### config.mk
export PLATFORM = sky130hd
export DESIGN_NAME = bit_serial_magnitude_comparator
export DESIGN_NICKNAME = d
export VERILOG_FILES = /design/src/rtl/bit_serial_magnitude_comparator.sv
export SDC_FILE = /design/constraint.sdc
export NUM_CORES = 1
export LEC_CHECK = 0
export CAP_MARGIN = 15
export CELL_PAD_IN_SITES_DETAIL_PLACEMENT = 0
export CELL_PAD_IN_SITES_GLOBAL_PLACEMENT = 1
export CORE_UTILIZATION = 33
export DETAILED_ROUTE_END_ITERATION = 8
export GPL_ROUTABILITY_DRIVEN = 0
export PLACE_DENSITY_LB_ADDON = 0.08
export REMOVE_ABC_BUFFERS = 1
export SYNTH_ARGS = -nofsm -noshare
export SYNTH_HDL_FRONTEND = slang
export SYNTH_SLANG_ARGS = --single-unit
### constraint.sdc
create_clock -name clk -period 1.64 [get_ports clk]
set_input_delay 0.492 -clock clk [delete_from_list [all_inputs] [get_ports clk]]
set_output_delay 0.492 -clock clk [all_outputs]
set_load 0.02 [all_outputs]
### src/rtl/bit_serial_magnitude_comparator.sv
// MSB-first bit-serial magnitude comparator with one-hot E/L/G result.
// Optional BITSER_CMP_EARLY_EXIT_EN: finish at the first differing bit instead of after WIDTH bits.
module bit_serial_magnitude_comparator #(
    parameter int WIDTH = 8,
    localparam int CW = $clog2(WIDTH + 1)
) (
    input  logic          clk,
    input  logic          rst,
    input  logic          start,
    input  logic          bit_valid,
    input  logic          a,
    input  logic          b,
    output logic          bit_ready,
    output logic          busy,
    output logic          done,
    output logic          E,
    output logic          L,
    output logic          G,
    output logic [CW-1:0] bit_idx
);

    typedef enum logic [1:0] {
        S_IDLE    = 2'd0,
        S_COMPARE = 2'd1,
        S_DONE    = 2'd2
    } state_t;

    state_t        state_q, state_d;
    logic          eq_q, eq_d;
    logic          lt_q, lt_d;
    logic          gt_q, gt_d;
    logic          e_q, e_d;
    logic          l_q, l_d;
    logic          g_q, g_d;
    logic [CW-1:0] idx_q, idx_d;
    logic          accept;
    logic          last_beat;
    logic          finish;

    assign accept    = bit_valid && (state_q == S_COMPARE);
    assign last_beat = (idx_q == CW'(WIDTH - 1));

    always_comb begin
        state_d = state_q;
        eq_d    = eq_q;
        lt_d    = lt_q;
        gt_d    = gt_q;
        e_d     = e_q;
        l_d     = l_q;
        g_d     = g_q;
        idx_d   = idx_q;
        finish  = 1'b0;
        case (state_q)
            S_IDLE, S_DONE: begin
                if (start) begin
                    state_d = S_COMPARE;
                    eq_d    = 1'b1;
                    lt_d    = 1'b0;
                    gt_d    = 1'b0;
                    idx_d   = '0;
                end else begin
                    state_d = S_IDLE;
                end
            end
            S_COMPARE: begin
                if (accept) begin
                    if (idx_q != CW'(WIDTH))
                        idx_d = idx_q + 1'b1;
                    // The first differing bit decides; later bits cannot override it.
                    if (eq_q) begin
                        if (a && !b) begin
                            gt_d = 1'b1;
                            eq_d = 1'b0;
                        end else if (!a && b) begin
                            lt_d = 1'b1;
                            eq_d = 1'b0;
                        end
                    end
`ifdef BITSER_CMP_EARLY_EXIT_EN
                    finish = last_beat || (eq_q && (a != b));
`else
                    finish = last_beat;
`endif
                    if (finish) begin
                        state_d = S_DONE;
                        e_d     = eq_d;
                        l_d     = lt_d;
                        g_d     = gt_d;
                    end
                end
            end
            default: state_d = S_IDLE;
        endcase
    end

    always_ff @(posedge clk) begin
        if (rst) begin
            state_q <= S_IDLE;
            eq_q    <= 1'b1;
            lt_q    <= 1'b0;
            gt_q    <= 1'b0;
            e_q     <= 1'b0;
            l_q     <= 1'b0;
            g_q     <= 1'b0;
            idx_q   <= '0;
        end else begin
            state_q <= state_d;
            eq_q    <= eq_d;
            lt_q    <= lt_d;
            gt_q    <= gt_d;
            e_q     <= e_d;
            l_q     <= l_d;
            g_q     <= g_d;
            idx_q   <= idx_d;
        end
    end

    assign bit_ready = (state_q == S_COMPARE);
    assign busy      = (state_q == S_COMPARE);
    assign done      = (state_q == S_DONE);
    assign E         = e_q;
    assign L         = l_q;
    assign G         = g_q;
    assign bit_idx   = idx_q;

endmodule

==> results by group, run 1 <==
Final layout
  – Fillcell total: 150
  – Most frequent cells in the layout: 12 x dfxtp_1, 11 x buf_4, 8 x dlygate4sd2_1
  – Antenna Cells: 0
  – Most common cell after layout, fill and taps aside: dfxtp_1
  – Share of cells above drive strength 1: 18.8%
  – Area delta synth->final: 45.2%
  – Reg area: 240 sq um
  – Area occupied by multi-input gates: 317 sq um
  – Final nets: 107
  – Final instance area: 865 sq um

STA
  – Worst rel slew slack: 80.0%
  – Fin Hold WS: 0.470 ns
  – Fmax: 0.639 GHz
  – Final hold violation count: 0
  – Fin crit share: 95.5%
  – Crit path time final: 1.57 ns
  – Sum Neg Setup Slack: 0 ns
  – Worst slew pin tran: 0.299 ns
  – # setup viols final: 0
  – RSZ-0062 raised after global routing: no
  – Layout Skew: 0.000465 ns
  – Slew Viols, Final: 0

Drt
  – Post-Route WL: 1310 um
  – DR iter-0 viols: 14
  – Vias/cell: 4.77
  – Drt wl/cell: 10.9 um
  – Post-route ant nets: 0
  – DRT Pass-1 Iters: 4
  – Routed vias: 572
  – DRC Markers: 0

Power
  – PD cells: 721 nW/um^2
  – Tot Pwr: 624 uW
  – Pleak: 0.414 nW
  – Largest vdd supply drop: 0.372 mV

Setup path
  – CP required: 1.82 ns
  – Critical path capture point type: flop
  – Slowest CP cell: clkdlybuf4s50_1
  – Crit path max fanout: 3
  – Number of logic stages on the critical path including buffering: 6
  – CP bufs+invs: 2
  – Worst path top cell family by delay: buffers and inverters
  – Crit path largest cell delay: 0.47 ns
  – Critical Path AT: 1.75 ns
  – R2r worst-path depth: 5
  – Critical path, cell by cell: clkdlybuf4s50_1 -> inv_1 -> ha_1 -> and3b_1 -> o21ai_0 -> o31ai_1
  – Crit start category: input pin
  – Critical path type: input pin to flop

GRT
  – Antenna violations before repair: 0
  – Global-route wire length before repair: 2450 um
  – Largest net degree at the start of global routing: 9
  – Vias in the first global route: 574
  – GRT overflow: 0
  – Total GRT Usage: 17.7%

Clocking
  – Worst-path clk slew: 0.08 ns
  – CTS Hold Bufs: 0
  – H-tree levels: 1
  – CTS tree: yes
  – CTS sink cnt: 12
  – Inserted Clock Buffers: 3
  – Clock Latency Late Sink: 0.27 ns
  – Root Buffer: clkbuf_4
  – Clock buffer depth: 2

Synthesis
  – Register bit total from synthesis: 12
  – Synth Cell Area: 596 sq um
  – Distinct cell type count after synthesis: 25
  – Fraction of the yosys area taken by sequential cells: 40.3%
  – Synth Warn #: 0
  – Syn_area_per_cell: 8.76 sq um
  – Post-Syn Instances: 68

Hold path
  – Worst hold path cell count: 2
  – Worst hold path type: flop to flop

Floorplanning
  – IO Count: 16
  – Die X: 44.5 um
  – Die footprint: 1980 sq um
  – Row cnt: 14
  – Initial Utilization: 37.4%
  – CORE AREA: 1590 sq um
  – Die H: 44.5 um

Placement
  – HPWL Detailed: 1060 um
  – Placement Cell Area: 846 sq um
  – Port Buf Inserts: 15

Run
  – Max-Cap Viols: 0

Status
  – Status: completed
-- layout make-up --
| cell class | count | area share (%) |
|---|---|---|
| sequential | 12 | 27.8 |
| inverter | 7 | 3.04 |
| tap | 24 | 3.47 |
| timing repair buffer | 26 | 24.9 |
| clock buffer | 4 | 4.20 |
| multi-input combinational | 47 | 36.6 |
-- cells by family (layout without fill, tap and decap cells) --
logic type | count (synthesis) | after routing | synth area share, %
simple gates | 23 | 23 | 24.0
compound gates | 18 | 18 | 17.4
flops | 12 | 12 | 40.3
buf+inv | 9 | 37 | 6.51
fa+ha+maj | 4 | 4 | 8.40
mux | 2 | 2 | 3.36
-- worst min-delay path, cell delays in order, from the launching register on --
cell	delay, ns
dfxtp_1	0.31
o21ai_0	0.06
a21oi_1	0.06
-- routing by layer --
| layer | share of wire (%) | global-route usage [%] | vias up | wire length, um |
|---|---|---|---|---|
| li1 | - | - | 296 | - |
| met1 | 44 | 19.6 | 262 | 576 |
| met2 | 52 | 29.7 | 12 | 676 |
| met3 | 3.4 | 6.12 | 2 | 45 |
| met4 | 0.99 | 9.09 | 0 | 13 |
| met5 | 0 | 0 | - | 0 |
-- cell usage after synthesis --
| cell type | count | area share [%] |
|---|---|---|
| a31oi_1 | 1 | 1.1 |
| clkbuf_2 | 1 | 0.84 |
| inv_1 | 7 | 4.4 |
| nand2_1 | 5 | 3.2 |
| a41oi_1 | 1 | 1.5 |
| nand3_1 | 5 | 4.2 |
| dfxtp_1 | 12 | 40 |
| nand2b_1 | 2 | 2.1 |
| and2_1 | 1 | 1.1 |
| nor2_1 | 1 | 0.63 |
| o2bb2ai_1 | 1 | 1.5 |
| o211ai_1 | 1 | 1.3 |
| nor2b_1 | 1 | 1.1 |
| or3_1 | 3 | 3.2 |
| nand4_1 | 1 | 1.1 |
| buf_4 | 1 | 1.3 |
| nand4b_4 | 1 | 4.0 |
| nor3_1 | 1 | 0.84 |
| and3b_1 | 1 | 1.5 |
| a21oi_1 | 7 | 5.9 |
| o31ai_1 | 1 | 1.3 |
| ha_1 | 4 | 8.4 |
| nand3b_1 | 1 | 1.3 |
| o21ai_0 | 6 | 5.0 |
| mux2i_1 | 2 | 3.4 |
-- worst paths after layout --
kind / startpoint / end / slack, ns
worst min register to register: G / G / 0.47
worst max-delay path: b / L / 0.07
worst min-delay path: G / G / 0.47
worst max register to register: bit_idx[1] / G / 0.25
-- report_power, final --
| group | total [mW] | switching [mW] | leakage (nW) | internal (mW) |
|---|---|---|---|---|
| combinational | 0.0859 | 0.0447 | 0.296 | 0.0412 |
| sequential | 0.300 | 0.00432 | 0.0971 | 0.296 |
| clock | 0.237 | 0.103 | 0.0210 | 0.135 |
| total | 0.624 | 0.152 | 0.414 | 0.472 |
-- per-stage QoR --
stage / instances / util [%] / worst slack, ns
after floorplan: 66 / - / 0.211
after global placement: 116 / 53.1 / -0.204
after detailed placement: 116 / 53.1 / -0.237
after CTS: 120 / 54.9 / 0.0211
after global routing: 120 / 54.2 / 0.00888
final: 120 / 54.2 / 0.0745
-- state kept, by name (all words and copies together) (netlist names) --
| register | cells |
|---|---|
| gt_q | 1 |
| G | 1 |
| lt_q | 1 |
| eq_q | 1 |
| state_q | 2 |
| bit_idx | 4 |
| E | 1 |
| L | 1 |
-- what timing repair did --
item,CTS,global route
hold endpoints to repair,0,0
gates cloned,0,0
buffers inserted,0,0
endpoints found under the setup margin,10,3
resized for setup,14,3
(Power assumes the default switching activity.)
==> inputs of run 2 (changes only) <==
==> constraint.sdc (replaced) <==
create_clock -name clk -period 1.48 [get_ports clk]
set_input_delay 0.444 -clock clk [delete_from_list [all_inputs] [get_ports clk]]
set_output_delay 0.444 -clock clk [all_outputs]
set_load 0.02 [all_outputs]
==> run 2 against run 1 <==
Final cell count up 0.83%. Critical path depth down 3. First-iteration DRC count down 21%. Cell area up 1.9%. Non-clock buffer count up 1. Via count up 4.0%. Combinational power up 16%. Flip-flop and latch count unchanged. Wire length down 1.1%.
==> results by group, run 2 (synthesis gave the netlist of run 1 again) <==
Setup path
  – Critical path type: flop to output port
  – Critical path capture point type: output port
  – R2r worst-path depth: 4 (-1)
  – Crit path max fanout: 3 (unchanged)
  – Crit start category: flop
  – Critical Path AT: 1.01 ns (-0.74 ns)
  – CP required: 1.04 ns (-0.78 ns)

STA
  – Final hold violation count: 0 (unchanged)
  – Slew Viols, Final: 0 (unchanged)
  – Worst rel slew slack: 85.8% (+5.8 points)
  – Layout Skew: 0.00126 ns (+0.000798 ns)
  – Fmax: 0.690 GHz
  – Crit path time final: 1.45 ns
  – Worst slew pin tran: 0.211 ns (-0.0881 ns)
  – # setup viols final: 0 (unchanged)
  – Fin crit share: 97.9%
  – Sum Neg Setup Slack: 0 ns (unchanged)
  – RSZ-0062 raised after global routing: yes

Drt
  – Routed vias: 595 (+4.0%)
  – DRC Markers: 0 (unchanged)
  – Post-Route WL: 1300 um (-1.1%)
  – Drt wl/cell: 10.7 um (-1.9%)
  – Post-route ant nets: 0 (unchanged)
  – DR iter-0 viols: 11 (-3)
  – DRT Pass-1 Iters: 2 (-2)
  – Vias/cell: 4.92 (+3.2%)

Floorplanning
  – Die H: 44.5 um (unchanged)
  – CORE AREA: 1590 sq um (unchanged)
  – IO Count: 16 (unchanged)
  – Die X: 44.5 um (unchanged)
  – Row cnt: 14 (unchanged)
  – Die footprint: 1980 sq um (unchanged)
  – Initial Utilization: 37.4% (unchanged)

Power
  – Largest vdd supply drop: 0.451 mV (+21%)
  – PD cells: 794 nW/um^2 (+10%)
  – Tot Pwr: 699 uW (+12%)
  – Pleak: 0.411 nW (-0.77%)

Final layout
  – Fillcell total: 163 (+8.7%)
  – Area delta synth->final: 47.9%
  – Antenna Cells: 0 (unchanged)
  – Share of cells above drive strength 1: 23.7% (+5.0 points)
  – Layout Cells excl Fill: 121 (+0.83%)
  – Most frequent cells in the layout: 12 x dfxtp_1, 12 x buf_4, 10 x dlygate4sd2_1
  – Final nets: 108 (+0.93%)
  – Max reg flops: 4 (unchanged)

Placement
  – Port Buf Inserts: 15 (unchanged)
  – Dpl cells: 117 (+0.86%)
  – HPWL Detailed: 1050 um (-0.47%)

GRT
  – Vias in the first global route: 544 (-5.2%)
  – Largest net degree at the start of global routing: 9 (unchanged)
  – GRT overflow: 0 (unchanged)
  – Total GRT Usage: 14.9% (-2.8 points)
  – Antenna violations before repair: 0 (unchanged)
  – Global-route wire length before repair: 2150 um (-12%)

Status
  – Status: completed

Run
  – Max-Cap Viols: 0 (unchanged)

Clocking
  – Inserted Clock Buffers: 3 (unchanged)
  – Root Buffer: clkbuf_4
  – Clock Latency Late Sink: 0.27 ns (about the same)
  – CTS sink cnt: 12 (unchanged)
  – Clock buffer depth: 2 (unchanged)
  – CTS Hold Bufs: 0 (unchanged)
  – Worst-path clk slew: 0.08 ns (about the same)
  – H-tree levels: 1 (unchanged)
  – CTS tree: yes

Hold path
  – Worst hold path type: flop to flop
  – Worst hold path cell count: 1 (-1)
[run 2: area by class of cell]
| class | instances | area, sq um | area share, % |
|---|---|---|---|
| inverter | 7 | 26.3 | 2.98 |
| tap | 24 | 30.0 | 3.41 |
| multi-input combinational | 47 | 335 | 38.1 |
| timing repair buffer | 27 | 213 | 24.1 |
| clock buffer | 4 | 36.3 | 4.12 |
| sequential | 12 | 240 | 27.3 |
[run 2: critical path, cell delays in order, from the launching register on]
cell and delay (ns):
dfxtp_1 0.32, nand2b_1 0.15, inv_1 0.09, buf_2 0.17
[run 2: path summary, 6_finish.rpt]
kind / startpoint / to / slack (ns)
max: state_q[1] / busy / 0.03
min: lt_q / lt_q / 0.46
max reg2reg: bit_idx[0] / G / 0.17
min reg2reg: lt_q / lt_q / 0.46
[run 2: metal layers]
metal | global-route usage, % | wire length [um]
met1 | 15.9 | 547
met3 | 2.45 | 36
met4 | 9.09 | 31
met2 | 27.1 | 682
met5 | 0 | 0
[run 2: metrics by stage]
stage | hold slack [ns] | setup slack [ns] | cell area (sq um) | util (%)
global route | 0.487 | -0.0158 | 881 | 55.3
CTS | 0.466 | 0.0164 | 887 | 55.7
detailed placement | 0.446 | -0.374 | 853 | 53.5
global placement | 0.441 | -0.357 | 853 | 53.5
floorplan | 0.427 | 0.0515 | 583 | -
finish | 0.460 | 0.0308 | 881 | 55.3
[run 2: repair_timing]
item | CTS | global route
buffers inserted | 0 | 0
pin swaps | 3 | 1
endpoints found under the setup margin | 16 | 4
gates resized for setup | 24 | 1
[run 2: where the power goes]
| group | switching, mW | leakage (nW) | internal, mW |
|---|---|---|---|
| Combinational | 0.0519 | 0.292 | 0.0477 |
| Sequential | 0.00429 | 0.0971 | 0.328 |
| Clock | 0.118 | 0.0210 | 0.150 |
==> inputs of run 3 (changes only) <==
--- a/config.mk
+++ b/config.mk
@@ -8,11 +8,13 @@
 export CAP_MARGIN = 15
 export CELL_PAD_IN_SITES_DETAIL_PLACEMENT = 0
 export CELL_PAD_IN_SITES_GLOBAL_PLACEMENT = 1
-export CORE_UTILIZATION = 33
+export CORE_UTILIZATION = 36
 export DETAILED_ROUTE_END_ITERATION = 8
 export GPL_ROUTABILITY_DRIVEN = 0
+export GPL_TIMING_DRIVEN = 0
 export PLACE_DENSITY_LB_ADDON = 0.08
 export REMOVE_ABC_BUFFERS = 1
+export SETUP_SLACK_MARGIN = 0.15
 export SYNTH_ARGS = -nofsm -noshare
 export SYNTH_HDL_FRONTEND = slang
 export SYNTH_SLANG_ARGS = --single-unit
==> constraint.sdc (replaced) <==
create_clock -name clk -period 1.7 [get_ports clk]
set_input_delay 0.51 -clock clk [delete_from_list [all_inputs] [get_ports clk]]
set_output_delay 0.51 -clock clk [all_outputs]
set_load 0.02 [all_outputs]
==> run 3 against run 2 <==
Setup slack better by 0.17 ns. Largest power group unchanged. Global-route usage up 0.19 points. Sequential share of layout area grew 2.2 points. Via count fell by 6.1%. Count of clock-buffer cells in the layout unchanged. Sequential power decreased by 12%. Critical endpoint is now bit_ready. Combinational power shrank 16%. Clock skew grew 0.0070 ns. Worst hold slack better by 0.0012 ns. Final cell count fell by 13%. Utilization down 1.2 points. Wire length decreased by 7.2%.
==> results by group, run 3 (synthesis gave the netlist of run 1 again) <==
Drt
  – DRC Markers: 0 (unchanged)
  – Routed vias: 559 (-6.1%)
  – Post-Route WL: 1210 um (-7.2%)
  – DR iter-0 viols: 10 (-1)
  – Vias/cell: 5.32 (+8.3%)
  – DRT Pass-1 Iters: 5 (+3)
  – Post-route ant nets: 0 (unchanged)
  – Drt wl/cell: 11.5 um (+7.0%)

Final layout
  – Share of cells above drive strength 1: 25.8% (+2.1 points)
  – Final core area utilization: 54.1% (-1.2 points)
  – Antenna Cells: 0 (unchanged)
  – Area delta synth->final: 38.4%
  – Most common cell after layout, fill and taps aside: dfxtp_1
  – Most frequent cells in the layout: 10 x dfxtp_1, 7 x a21oi_1, 6 x o21ai_0, 6 x buf_4
  – Final nets: 100 (-7.4%)
  – Layout Cells excl Fill: 105 (-13%)
  – Fillcell total: 155 (-4.9%)
  – Final instance area: 825 sq um (-6.4%)
  – Max reg flops: 4 (unchanged)

Clocking
  – Root Buffer: clkbuf_4
  – Worst-path clk slew: 0.07 ns (about the same)
  – CTS tree: yes
  – H-tree levels: 1 (unchanged)
  – Inserted Clock Buffers: 3 (unchanged)
  – Clock buffer depth: 2 (unchanged)
  – Clock Latency Late Sink: 0.28 ns (about the same)
  – CTS sink cnt: 12 (unchanged)
  – CTS Hold Bufs: 0 (unchanged)

Power
  – Tot Pwr: 605 uW (-14%)
  – Largest vdd supply drop: 0.441 mV (-2.2%)
  – Pleak: 0.371 nW (-9.6%)
  – PD cells: 733 nW/um^2 (-7.6%)

Setup path
  – Slowest CP cell: dfxtp_1
  – Crit path max fanout: 6 (+3)
  – CP required: 1.19 ns (+0.15 ns)
  – CP bufs+invs: 2 (unchanged)
  – Critical path type: flop to output port
  – Crit start category: flop
  – R2R Path Start: bit_idx[0]
  – R2R Setup Slk: 0.26 ns (+0.09 ns)
  – Number of logic stages on the critical path including buffering: 3 (unchanged)
  – Crit path largest cell delay: 0.31 ns (about the same)
  – Critical path, cell by cell: nand2b_4 -> inv_2 -> buf_4
  – Setup crit end: bit_ready
  – R2r worst-path depth: 4 (unchanged)
  – Worst path top cell family by delay: flip-flops
  – CP Launch Point: state_q[1]
  – Critical path capture point type: output port
  – Critical Path AT: 0.99 ns (-0.02 ns)
  – Crit Reg-Reg Endpoint: G

GRT
  – GRT overflow: 0 (unchanged)
  – Largest net degree at the start of global routing: 10 (+1)
  – Global-route wire length before repair: 1980 um (-7.7%)
  – Total GRT Usage: 15.1% (+0.19 points)
  – Antenna violations before repair: 0 (unchanged)
  – Vias in the first global route: 468 (-14%)

STA
  – Worst rel slew slack: 84.5% (-1.3 points)
  – Crit path time final: 1.50 ns
  – RSZ-0062 raised after global routing: no
  – Layout Skew: 0.00829 ns (+0.00703 ns)
  – Fin crit share: 88.0%
  – Smallest setup slack after layout: 0.204 ns (+0.173 ns)
  – Sum Neg Setup Slack: 0 ns (unchanged)
  – Fmax: 0.669 GHz
  – Fin Hold WS: 0.462 ns (+0.00121 ns)
  – Worst slew pin tran: 0.230 ns (+0.0192 ns)
  – Final hold violation count: 0 (unchanged)
  – # setup viols final: 0 (unchanged)
  – Slew Viols, Final: 0 (unchanged)

Status
  – Status: completed

Placement
  – HPWL Detailed: 900 um (-14%)
  – Placement Cell Area: 753 sq um (-12%)
  – Port Buf Inserts: 15 (unchanged)
  – Dpl cells: 97 (-17%)
  – DP Worst Slack: -0.257 ns (+0.117 ns)

Floorplanning
  – Die X: 42.7 um (-4.1%)
  – Die H: 42.7 um (-4.1%)
  – IO Count: 16 (unchanged)
  – Row cnt: 14 (unchanged)
  – Initial Utilization: 39.1% (+1.7 points)
  – Die footprint: 1820 sq um (-8.0%)
  – CORE AREA: 1520 sq um (-4.4%)

Run
  – Max-Cap Viols: 0 (unchanged)

Hold path
  – Hold path startpoint: lt_q
  – Worst hold path type: flop to flop
[run 3: routing by layer]
layer  wire [um]  share of wire [%]  global-route usage, %  vias up
li1            -                  -                      -      283
met5           0                  0                      0        -
met2         560                 46                   23.6       12
met4          29                2.4                   9.38        0
met1         549                 46                   16.7      259
met3          65                5.4                   6.38        5
[run 3: what timing repair did]
| item | CTS | global route |
|---|---|---|
| gates resized for setup | 29 | 11 |
| pin swaps | 3 | 2 |
| endpoints found under the setup margin | 16 | 11 |
| setup buffers | 1 | 3 |
[run 3: area by class of cell]
class	count	area, sq um	share of cell area [%]
tap	16	20.0	2.43
sequential	12	243	29.4
clock buffer	4	36.3	4.40
timing repair buffer	19	156	19.0
multi-input combinational	47	343	41.6
inverter	7	26.3	3.19
[run 3: power breakdown]
group          total [mW]  leakage (nW)  switching [mW]  internal (mW)
clock network       0.230        0.0210          0.0999          0.130
registers           0.291        0.0979         0.00530          0.286
logic              0.0832         0.252          0.0443         0.0389
total               0.605         0.371           0.149          0.455
[run 3: worst min-delay path by stage]
stage	end	slack, ns	depth (start not counted)
floorplan	lt_q	0.43	1
detailed placement	lt_q	0.45	1
finish	lt_q	0.46	1
global placement	lt_q	0.44	1
global route	lt_q	0.48	1
CTS	lt_q	0.47	1
